--- src/rtl/alu_serial_arbiter_if.sv ---
// Request/response bundle between two requesters and the serial ALU arbiter.
// The arbiter side uses the slave modport, requesters/consumers use master.
interface alu_serial_arbiter_if;
  logic [1:0]       req_valid;
  logic [1:0]       req_ready;
  logic [1:0][31:0] req_a;
  logic [1:0][31:0] req_b;
  logic [1:0][2:0]  req_op;
  logic [1:0][3:0]  req_crc4;
  logic             rsp_valid;
  logic             rsp_ready;
  logic             rsp_id;
  logic [1:0]       rsp_status;
  logic [31:0]      rsp_c;
  logic [3:0]       rsp_flags;
  logic [2:0]       rsp_crc3;
  logic [5:0]       rsp_err_flags;
  logic             rsp_parity;

  modport master (
    output req_valid, req_a, req_b, req_op, req_crc4, rsp_ready,
    input  req_ready, rsp_valid, rsp_id, rsp_status, rsp_c, rsp_flags,
           rsp_crc3, rsp_err_flags, rsp_parity
  );

  modport slave (
    input  req_valid, req_a, req_b, req_op, req_crc4, rsp_ready,
    output req_ready, rsp_valid, rsp_id, rsp_status, rsp_c, rsp_flags,
           rsp_crc3, rsp_err_flags, rsp_parity
  );
endinterface

--- src/rtl/alu_serial_arbiter.sv ---
// Two-requester round-robin arbiter that serialises commands to a bit-serial
// ALU over sin and deserialises its response from sout, with a response timeout.
module alu_serial_arbiter #(
  parameter int TIMEOUT_CYCLES = 1000
) (
  input  logic                clk,
  input  logic                rst_n,
  alu_serial_arbiter_if.slave bus,
  output logic                sin,
  input  logic                sout,
  output logic                busy
);
  localparam int TW = $clog2(TIMEOUT_CYCLES + 1);
  localparam logic [TW-1:0] TIMER_LAST = TW'(TIMEOUT_CYCLES - 1);
  localparam logic [1:0] ST_OK      = 2'b00;
  localparam logic [1:0] ST_ERROR   = 2'b01;
  localparam logic [1:0] ST_TIMEOUT = 2'b10;

  typedef enum logic [2:0] {IDLE, SEND, WAIT, RECV, RESP} state_t;
  state_t state;

  logic          last_grant;
  logic          owner;
  logic          win_id;
  logic          any_valid;
  logic [1:0]    ready_vec;
  logic [31:0]   win_a;
  logic [31:0]   win_b;
  logic [2:0]    win_op;
  logic [3:0]    win_crc4;
  logic [98:0]   frame;
  logic [97:0]   tx_shift;
  logic [6:0]    tx_cnt;
  logic [TW-1:0] timer;
  logic          in_pkt;
  logic [3:0]    rx_bit;
  logic [8:0]    rx_shift;
  logic [2:0]    rx_pkts;
  logic [31:0]   rx_c;

  assign any_valid = |bus.req_valid;
  assign win_id    = bus.req_valid[~last_grant] ? ~last_grant : last_grant;
  assign win_a     = bus.req_a[win_id];
  assign win_b     = bus.req_b[win_id];
  assign win_op    = bus.req_op[win_id];
  assign win_crc4  = bus.req_crc4[win_id];
  assign busy      = (state != IDLE);

  // Ready is combinational so the winner is accepted in the IDLE cycle itself.
  genvar gi;
  generate
    for (gi = 0; gi < 2; gi++) begin : g_ready
      assign ready_vec[gi] = rst_n && (state == IDLE) && any_valid && (win_id == 1'(gi));
    end
    for (gi = 0; gi < 4; gi++) begin : g_frame
      assign frame[98-11*gi -: 11] = {2'b00, win_b[31-8*gi -: 8], 1'b1};
      assign frame[54-11*gi -: 11] = {2'b00, win_a[31-8*gi -: 8], 1'b1};
    end
  endgenerate
  assign frame[10:0]   = {2'b01, 1'b0, win_op, win_crc4, 1'b1};
  assign bus.req_ready = ready_vec;

  always_ff @(posedge clk or negedge rst_n) begin
    if (!rst_n) begin
      state             <= IDLE;
      last_grant        <= 1'b1;
      owner             <= 1'b0;
      sin               <= 1'b1;
      tx_shift          <= '0;
      tx_cnt            <= '0;
      timer             <= '0;
      in_pkt            <= 1'b0;
      rx_bit            <= '0;
      rx_shift          <= '0;
      rx_pkts           <= '0;
      rx_c              <= '0;
      bus.rsp_valid     <= 1'b0;
      bus.rsp_id        <= 1'b0;
      bus.rsp_status    <= ST_OK;
      bus.rsp_c         <= '0;
      bus.rsp_flags     <= '0;
      bus.rsp_crc3      <= '0;
      bus.rsp_err_flags <= '0;
      bus.rsp_parity    <= 1'b0;
    end else begin
      case (state)
        IDLE: begin
          if (any_valid) begin
            last_grant <= win_id;
            owner      <= win_id;
            sin        <= frame[98];
            tx_shift   <= frame[97:0];
            tx_cnt     <= '0;
            state      <= SEND;
          end
        end
        SEND: begin
          if (tx_cnt == 7'd98) begin
            sin     <= 1'b1;
            timer   <= '0;
            in_pkt  <= 1'b0;
            rx_pkts <= '0;
            rx_c    <= '0;
            state   <= WAIT;
          end else begin
            sin      <= tx_shift[97];
            tx_shift <= {tx_shift[96:0], 1'b1};
            tx_cnt   <= tx_cnt + 7'd1;
          end
        end
        // WAIT is the gap before the first packet; RECV gaps share the same timer rule.
        WAIT, RECV: begin
          if (!in_pkt) begin
            if (!sout) begin
              in_pkt <= 1'b1;
              rx_bit <= 4'd1;
              timer  <= '0;
              state  <= RECV;
            end else if (timer == TIMER_LAST) begin
              state             <= RESP;
              bus.rsp_valid     <= 1'b1;
              bus.rsp_id        <= owner;
              bus.rsp_status    <= ST_TIMEOUT;
              bus.rsp_c         <= '0;
              bus.rsp_flags     <= '0;
              bus.rsp_crc3      <= '0;
              bus.rsp_err_flags <= '0;
              bus.rsp_parity    <= 1'b0;
            end else begin
              timer <= timer + 1'b1;
            end
          end else if (rx_bit != 4'd10) begin
            rx_shift <= {rx_shift[7:0], sout};
            rx_bit   <= rx_bit + 4'd1;
          end else begin
            in_pkt <= 1'b0;
            timer  <= '0;
            if (rx_shift[8] || rx_pkts == 3'd4) begin
              state         <= RESP;
              bus.rsp_valid <= 1'b1;
              bus.rsp_id    <= owner;
              if (rx_shift[8] && rx_pkts == 3'd4) begin
                bus.rsp_status    <= ST_OK;
                bus.rsp_c         <= rx_c;
                bus.rsp_flags     <= rx_shift[6:3];
                bus.rsp_crc3      <= rx_shift[2:0];
                bus.rsp_err_flags <= '0;
                bus.rsp_parity    <= 1'b0;
              end else begin
                // Control packet out of sequence, or a fifth data packet.
                bus.rsp_status    <= ST_ERROR;
                bus.rsp_c         <= '0;
                bus.rsp_flags     <= '0;
                bus.rsp_crc3      <= '0;
                bus.rsp_err_flags <= rx_shift[8] ? rx_shift[6:1] : 6'd0;
                bus.rsp_parity    <= rx_shift[8] ? rx_shift[0] : 1'b0;
              end
            end else begin
              rx_c    <= {rx_c[23:0], rx_shift[7:0]};
              rx_pkts <= rx_pkts + 3'd1;
            end
          end
        end
        RESP: begin
          if (bus.rsp_ready) begin
            bus.rsp_valid <= 1'b0;
            state         <= IDLE;
          end
        end
        default: state <= IDLE;
      endcase
    end
  end
endmodule

--- src/flat_wrapper.sv ---
// flat-port wrapper written by rule: the top's interface ports become plain ports
module alu_serial_arbiter_flat 
#(
  parameter int TIMEOUT_CYCLES = 1000
)
  (clk, rst_n, sin, sout, busy, bus_req_valid, bus_req_a, bus_req_b, bus_req_op, bus_req_crc4, bus_rsp_ready, bus_req_ready, bus_rsp_valid, bus_rsp_id, bus_rsp_status, bus_rsp_c, bus_rsp_flags, bus_rsp_crc3, bus_rsp_err_flags, bus_rsp_parity);
  alu_serial_arbiter_if bus_i ();
  input  logic clk;
  input  logic rst_n;
  output logic sin;
  input  logic sout;
  output logic busy;
  input wire logic [$bits(bus_i.req_valid)-1:0] bus_req_valid;
  input wire logic [$bits(bus_i.req_a)-1:0] bus_req_a;
  input wire logic [$bits(bus_i.req_b)-1:0] bus_req_b;
  input wire logic [$bits(bus_i.req_op)-1:0] bus_req_op;
  input wire logic [$bits(bus_i.req_crc4)-1:0] bus_req_crc4;
  input wire logic [$bits(bus_i.rsp_ready)-1:0] bus_rsp_ready;
  output wire logic [$bits(bus_i.req_ready)-1:0] bus_req_ready;
  output wire logic [$bits(bus_i.rsp_valid)-1:0] bus_rsp_valid;
  output wire logic [$bits(bus_i.rsp_id)-1:0] bus_rsp_id;
  output wire logic [$bits(bus_i.rsp_status)-1:0] bus_rsp_status;
  output wire logic [$bits(bus_i.rsp_c)-1:0] bus_rsp_c;
  output wire logic [$bits(bus_i.rsp_flags)-1:0] bus_rsp_flags;
  output wire logic [$bits(bus_i.rsp_crc3)-1:0] bus_rsp_crc3;
  output wire logic [$bits(bus_i.rsp_err_flags)-1:0] bus_rsp_err_flags;
  output wire logic [$bits(bus_i.rsp_parity)-1:0] bus_rsp_parity;
  assign bus_i.req_valid = bus_req_valid;
  assign bus_i.req_a = bus_req_a;
  assign bus_i.req_b = bus_req_b;
  assign bus_i.req_op = bus_req_op;
  assign bus_i.req_crc4 = bus_req_crc4;
  assign bus_i.rsp_ready = bus_rsp_ready;
  assign bus_req_ready = bus_i.req_ready;
  assign bus_rsp_valid = bus_i.rsp_valid;
  assign bus_rsp_id = bus_i.rsp_id;
  assign bus_rsp_status = bus_i.rsp_status;
  assign bus_rsp_c = bus_i.rsp_c;
  assign bus_rsp_flags = bus_i.rsp_flags;
  assign bus_rsp_crc3 = bus_i.rsp_crc3;
  assign bus_rsp_err_flags = bus_i.rsp_err_flags;
  assign bus_rsp_parity = bus_i.rsp_parity;
  alu_serial_arbiter #(.TIMEOUT_CYCLES(TIMEOUT_CYCLES)) u_core (.clk(clk), .rst_n(rst_n), .bus(bus_i), .sin(sin), .sout(sout), .busy(busy));
endmodule
--- config.mk ---
export PLATFORM = sky130hd
export DESIGN_NAME = alu_serial_arbiter_flat
export DESIGN_NICKNAME = d
export VERILOG_FILES = /design/src/rtl/alu_serial_arbiter_if.sv /design/src/rtl/alu_serial_arbiter.sv /design/src/flat_wrapper.sv
export SDC_FILE = /design/constraint.sdc
export NUM_CORES = 1
export LEC_CHECK = 0
export CORE_MARGIN = 5
export CORE_UTILIZATION = 40
export CTS_CLUSTER_SIZE = 14
export DETAILED_ROUTE_END_ITERATION = 7
export PLACE_DENSITY_LB_ADDON = 0.12
export SLEW_MARGIN = 20
export SYNTH_ARGS = -nofsm -noshare
export SYNTH_HDL_FRONTEND = slang
export SYNTH_SLANG_ARGS = --single-unit
--- constraint.sdc ---
create_clock -name clk -period 2.54 [get_ports clk]
set_clock_uncertainty 0.1 [all_clocks]
set_input_delay 0.508 -clock clk [delete_from_list [all_inputs] [get_ports clk]]
set_output_delay 0.508 -clock clk [all_outputs]
set_load 0.01 [all_outputs]
Yosys cells after proc, flatten, opt, wreduce, memory -nomap -nowiden
Index checks and enable logic that the tools add are counted.
Storage, ports and cells
  flip-flop bits (word level): 220
  bits in latches: 0
  RAM bits: 0
  bits in read-only memories: 0
  memories kept: 0
Cells by class
  add/subtract/negate cells: 4
  $mul: 0
  divide/modulo/power cells: 0
  order comparisons: 2
  equal/unequal tests: 25
  shift operators: 0
  mux-type cells: 103
  bitwise operators: 2
  reduce and logical (&&, ||, !) cells: 26
Operators with widths (count)
  two-way mux 32 bit: 14
  two-way mux 98 bit: 2
  one-hot mux 98 bit (2 select lines): 1
  one-hot mux 32 bit (2 select lines): 1
  two-way mux 3 bit: 20
  two-way mux 10 bit: 5
  two-way mux 4 bit: 11
  two-way mux 6 bit: 7
  two-way mux 1 bit: 28
  one-hot mux 10 bit (2 select lines): 1
  two-way mux 7 bit: 2
  != test 2 bit, second input constant: 7
  one-hot mux 7 bit (2 select lines): 1
  one-hot mux 3 bit (4 select lines): 1
  AND reduction 6 bit: 2
  adder 10 x 1 -> 10 bit, second input constant: 1
  equality test 10 bit, second input constant: 1
  two-way mux 2 bit: 5
  AND reduction 5 bit: 2
  nonzero test 2 bit: 5
  AND reduction 3 bit: 3
  != test 2 x 1 -> 1 bit, second input constant: 4
  adder 7 x 1 -> 7 bit, second input constant: 1
  equality test 7 bit, second input constant: 1
  other kinds (22): 36

Logic depth before layout (Yosys ltp)
  depth after elaboration: 8
  gate-level depth with buffers: 9
  depth with buffers taken out: 6

Least setup slack after synthesis
OpenSTA, ideal clock, no wires.
  path kind: input to output
  from: input port bus_req_valid[1]
  to: output port bus_req_ready[1]
  arrival: 1.574 ns
  setup slack: 0.358 ns
  stages: 6
  buffers on the path: 3
  cell sequence: or2_2 > buf_2 > nand2_1 > buf_2 > buf_1 > nor2_1
Between the ends
  longest elaborated chain between the ends: 4
  elaborated cells between the ends (all ways): 6
  those cells by class: mux: 3; reduce/logical: 3
RTL lines
  start: declaration: line flat_wrapper.sv:13  | input wire logic [$bits(bus_i.req_valid)-1:0] bus_req_valid;
  two-way mux 1 bit (implied by the code) (2 in a row): line alu_serial_arbiter.sv:42  | assign win_id = bus.req_valid[~last_grant] ? ~last_grant : last_grant;
  two-way mux 1 bit: line alu_serial_arbiter.sv:42
  logical AND 1 bit (*): line alu_serial_arbiter.sv:53  | assign ready_vec[gi] = rst_n && (state == IDLE) && any_valid && (win_id == 1'(gi));
  end: declaration: line flat_wrapper.sv:19  | output wire logic [$bits(bus_i.req_ready)-1:0] bus_req_ready;
Every way passes the cells marked *; elsewhere a longest branch is shown, timed or not. The select of a mux whose other input is x is not followed.

Worst setup path after layout
  from: register u_core.state[0]
  to: output port bus_req_ready[0]
Between the ends
  longest elaborated chain between the ends: 4
RTL lines
  start: declaration: line alu_serial_arbiter.sv:20  | state_t state;
  start signal: assignment: line alu_serial_arbiter.sv:65  | state <= IDLE;
  start signal: assignment: line alu_serial_arbiter.sv:94  | state <= SEND;
  start signal: assignment: line alu_serial_arbiter.sv:104  | state <= WAIT;
  zero test 3 bit: line alu_serial_arbiter.sv:53
  logical AND 1 bit (3 in a row): line alu_serial_arbiter.sv:53
Every way passes these cells.

==> impl_results.md <==
- Status: complete, no violations
- Crit-path cells: or3_4 -> nor2_8 -> nand2_1 -> a21oi_1 -> clkbuf_2
- Average wire per standard cell: ~16 um
- Root Buffer: clkbuf_16
- Crit Reg-Reg Startpoint: u_core.tx_cnt[4]
- Hold Slack: about 0.36 ns
- Worst slew margin: a little over a quarter
- RSZ-0062 raised after global routing: no
- Mapped Cells: roughly 1.2k
- Syn avg cell area: 9.56 sq um
- Initial Util: ~40%
- Post-DP HPWL: between 15 and 20 mm
- Tot Pwr: 13.2 mW
- Startpoint types: flip-flop
- Clock Latency Late Sink: roughly 0.52 ns
- Finish-stage setup viols: 0
- Element type at the critical path end: primary output
- CP arrival: about 1.8 ns
- Final Util: between 50 and 60%
- Final wirelength: 27.9 mm
- Post-Synthesis Cell Area: ~11000 sq um
- Area of the multi-input gates: between 4000 and 5000 sq um
- Gr usage total: 18.1%
- Largest net degree at the start of global routing: 113
- Crit-path max FO: 2
- Required time worst endpoint: approximately 1.9 ns
- Initial antenna violation count: 0
- DRC viols: 0
- Layout cells sized above 1: 8.45%
- FF+latch count, synth: 220
- CTS tree: done
- Vias in the first global route: roughly 9k
- Register area: between 5000 and 6000 sq um
- Number of diodes: 0
- Peak Freq: roughly 0.42 GHz
- Horiz. Die Dim: 176 um
- IO Pins: 202
- Cell type of the slowest stage on the worst timing path: or3_4
- Sink Count: 220
- Hold path startpoint: u_core.tx_shift[20]
- Slew @ Worst Pin: 1.09 ns
- WP buf/inv: 1
- First-pass GRT wire length: 47.2 mm
- Number of max-cap violations: 0
- Cell variety after synth: 57
- Final Hold Vio Count: 0
- Period minus WS final: between 2 and 2.5 ns
- HP Class: flip-flop to flip-flop
- Via-per-instance ratio: 5.17
- Main synth FF type: dfrtp_1
- Final Cycle Share: 94.3%
- Die footprint: about 31000 sq um
- Pwr Density: slightly above 900 nW/um^2
- Clk slew on worst S/H paths: 0.06 ns
- Area delta synth->final: 29.3%
- Peak supply drop: roughly 840 uV
- Crit-path max cell delay: 0.44 ns
- Post-synthesis async set-or-reset flop share: 100%
- Syn_nets: about 1.3k
- Slew Limit Fails: 0
- Initial DRC count: 556
- Delay-heaviest family, CP: simple AND/OR/NAND/NOR gates
- Post-synthesis sequential area ratio: slightly below 50%
- Clock Path Buffers: 3
- Fin Setup TNS: 0 ns
- # rows: 61
- H-Tree Depth: 1
- Post-synth EDFFs: 0
- Routed via count: 8868
- Drt pass-1 iters: 4
- CP Class: flip-flop to primary output
- Nets: ~1.5k
- Die Span Y: around 180 um
- Placer Congestion: around 0.73
- Core footprint: 27600 sq um
- Worst Setup SP: u_core.state[0]
- Syn. warnings: 0
- P_leak: about 6.2 nW
- GRT overflow: 0
- Total CTS buffers: 25
- Fill cells: 2615
- Detail Route Antenna Nets: 0
- Number of port buffers: 201
[area by class of cell]
cell class | count | area share, %
flip-flops and latches | 220 | 38.4
repair buffers | 236 | 16.9
clock buffers | 37 | 5.24
clock inverters | 6 | 0.428
multi-input cells | 766 | 33.8
well taps | 378 | 3.30
inverters | 73 | 1.91
[metal layers]
layer	share of wire, %	routed length, um	track usage [%]	up-vias
li1	-	-	-	4385
met1	46	12800	24.3	4296
met2	49	13500	31.4	161
met3	4.5	1270	2.98	26
met5	0	0	0	-
met4	1.1	308	2.90	0
[worst reg2reg max path: cells and delay by family (launching register included)]
kind / cells / cell delay [ns]
AO/OA/AOI/OAI: 2 / 0.99
flip-flops: 1 / 0.44
AND/OR/NAND/NOR: 2 / 0.74
[report_power, final]
part | switching (mW) | internal (mW)
registers | 0.502 | 4.44
logic | 2.82 | 1.88
clock network | 1.40 | 2.13
[through the flow]
| stage | area (sq um) | std cells | setup slack (ns) |
|---|---|---|---|
| detailed placement | 13500 | 1672 | -0.101 |
| CTS | 14300 | 1716 | 0.0143 |
| finish | 14300 | 1716 | 0.146 |
| global placement | 13500 | 1672 | -0.0798 |
| floorplan | 11100 | 1159 | 0.358 |
| global route | 14300 | 1716 | 0.00369 |
[logic make-up after synthesis]
family,count (synthesis),share of synthesized area [%]
buffers and inverters,173,7.09
adder cells (fa/ha/maj),7,0.791
XOR/XNOR,4,0.316
AND/OR/NAND/NOR,453,19.8
AO/OA/AOI/OAI,209,13.5
multiplexers,93,8.72
flip-flops,220,49.7
[sequential cells by signal (all words and copies together), names as in the netlist]
register / flops
u_core.tx_shift: 98
u_core.bus.rsp_c: 32
u_core.rx_c: 32
u_core.timer: 10
u_core.rx_shift: 9
u_core.tx_cnt: 7
u_core.bus.rsp_err_flags: 6
u_core.bus.rsp_flags: 4
u_core.rx_bit: 4
u_core.bus.rsp_crc3: 3
u_core.rx_pkts: 3
u_core.state: 3
u_core.bus.rsp_status: 2
u_core.bus.rsp_id: 1
u_core.bus.rsp_parity: 1
u_core.bus.rsp_valid: 1
u_core.in_pkt: 1
u_core.last_grant: 1
u_core.owner: 1
u_core.sin: 1
[synth_stat cells (all sizes together), types with 4 or more instances]
cell type,instances,area share (%)
and3,74,4.2
clkbuf,40,1.4
nand2,136,4.6
a21oi,19,0.96
ha,7,0.79
dfrtp,218,49
nor2,105,3.7
o31ai,73,4.9
buf,60,3.3
inv,73,2.5
nand3,101,4.6
mux2,28,2.8
mux2i,65,5.9
nor3,8,0.41
a31oi,6,0.34
a211oi,71,4.8
or3,4,0.23
o21ai,18,0.81
o41ai,6,0.47
[final timing paths]
check                                       to  slack, ns  cells after the start
max                           bus_req_ready[0]       0.15                      5
min                        u_core.tx_shift[21]       0.36                      2
max reg2reg                u_core.tx_shift[60]       0.18                      4
min reg2reg                u_core.tx_shift[21]       0.36                      2
max in group asynchronous  u_core.tx_shift[55]       0.63                      4
min in group asynchronous      u_core.timer[1]       0.55                      3
[placed cells by master, fill, tap and decap left out, types with 17 or more instances in the layout]
cell / count
a21oi_1: 17
o31ai_1: 73
dfrtp_1: 218
nor2_1: 102
inv_1: 73
nand3_1: 100
clkdlybuf4s50_1: 197
clkbuf_16: 25
mux2i_1: 65
buf_4: 22
nand2_1: 133
and3_1: 74
a211oi_1: 71
[timing repair]
item | CTS | global route
hold buffers | 1 | 0
pin swaps | 0 | 2
gates resized for setup | 5 | 5
setup buffers | 0 | 0
setup endpoints to repair | 3 | 9
endpoints found under the hold margin | 14 | 0
No activity file was read; power rests on OpenSTA's default activity.
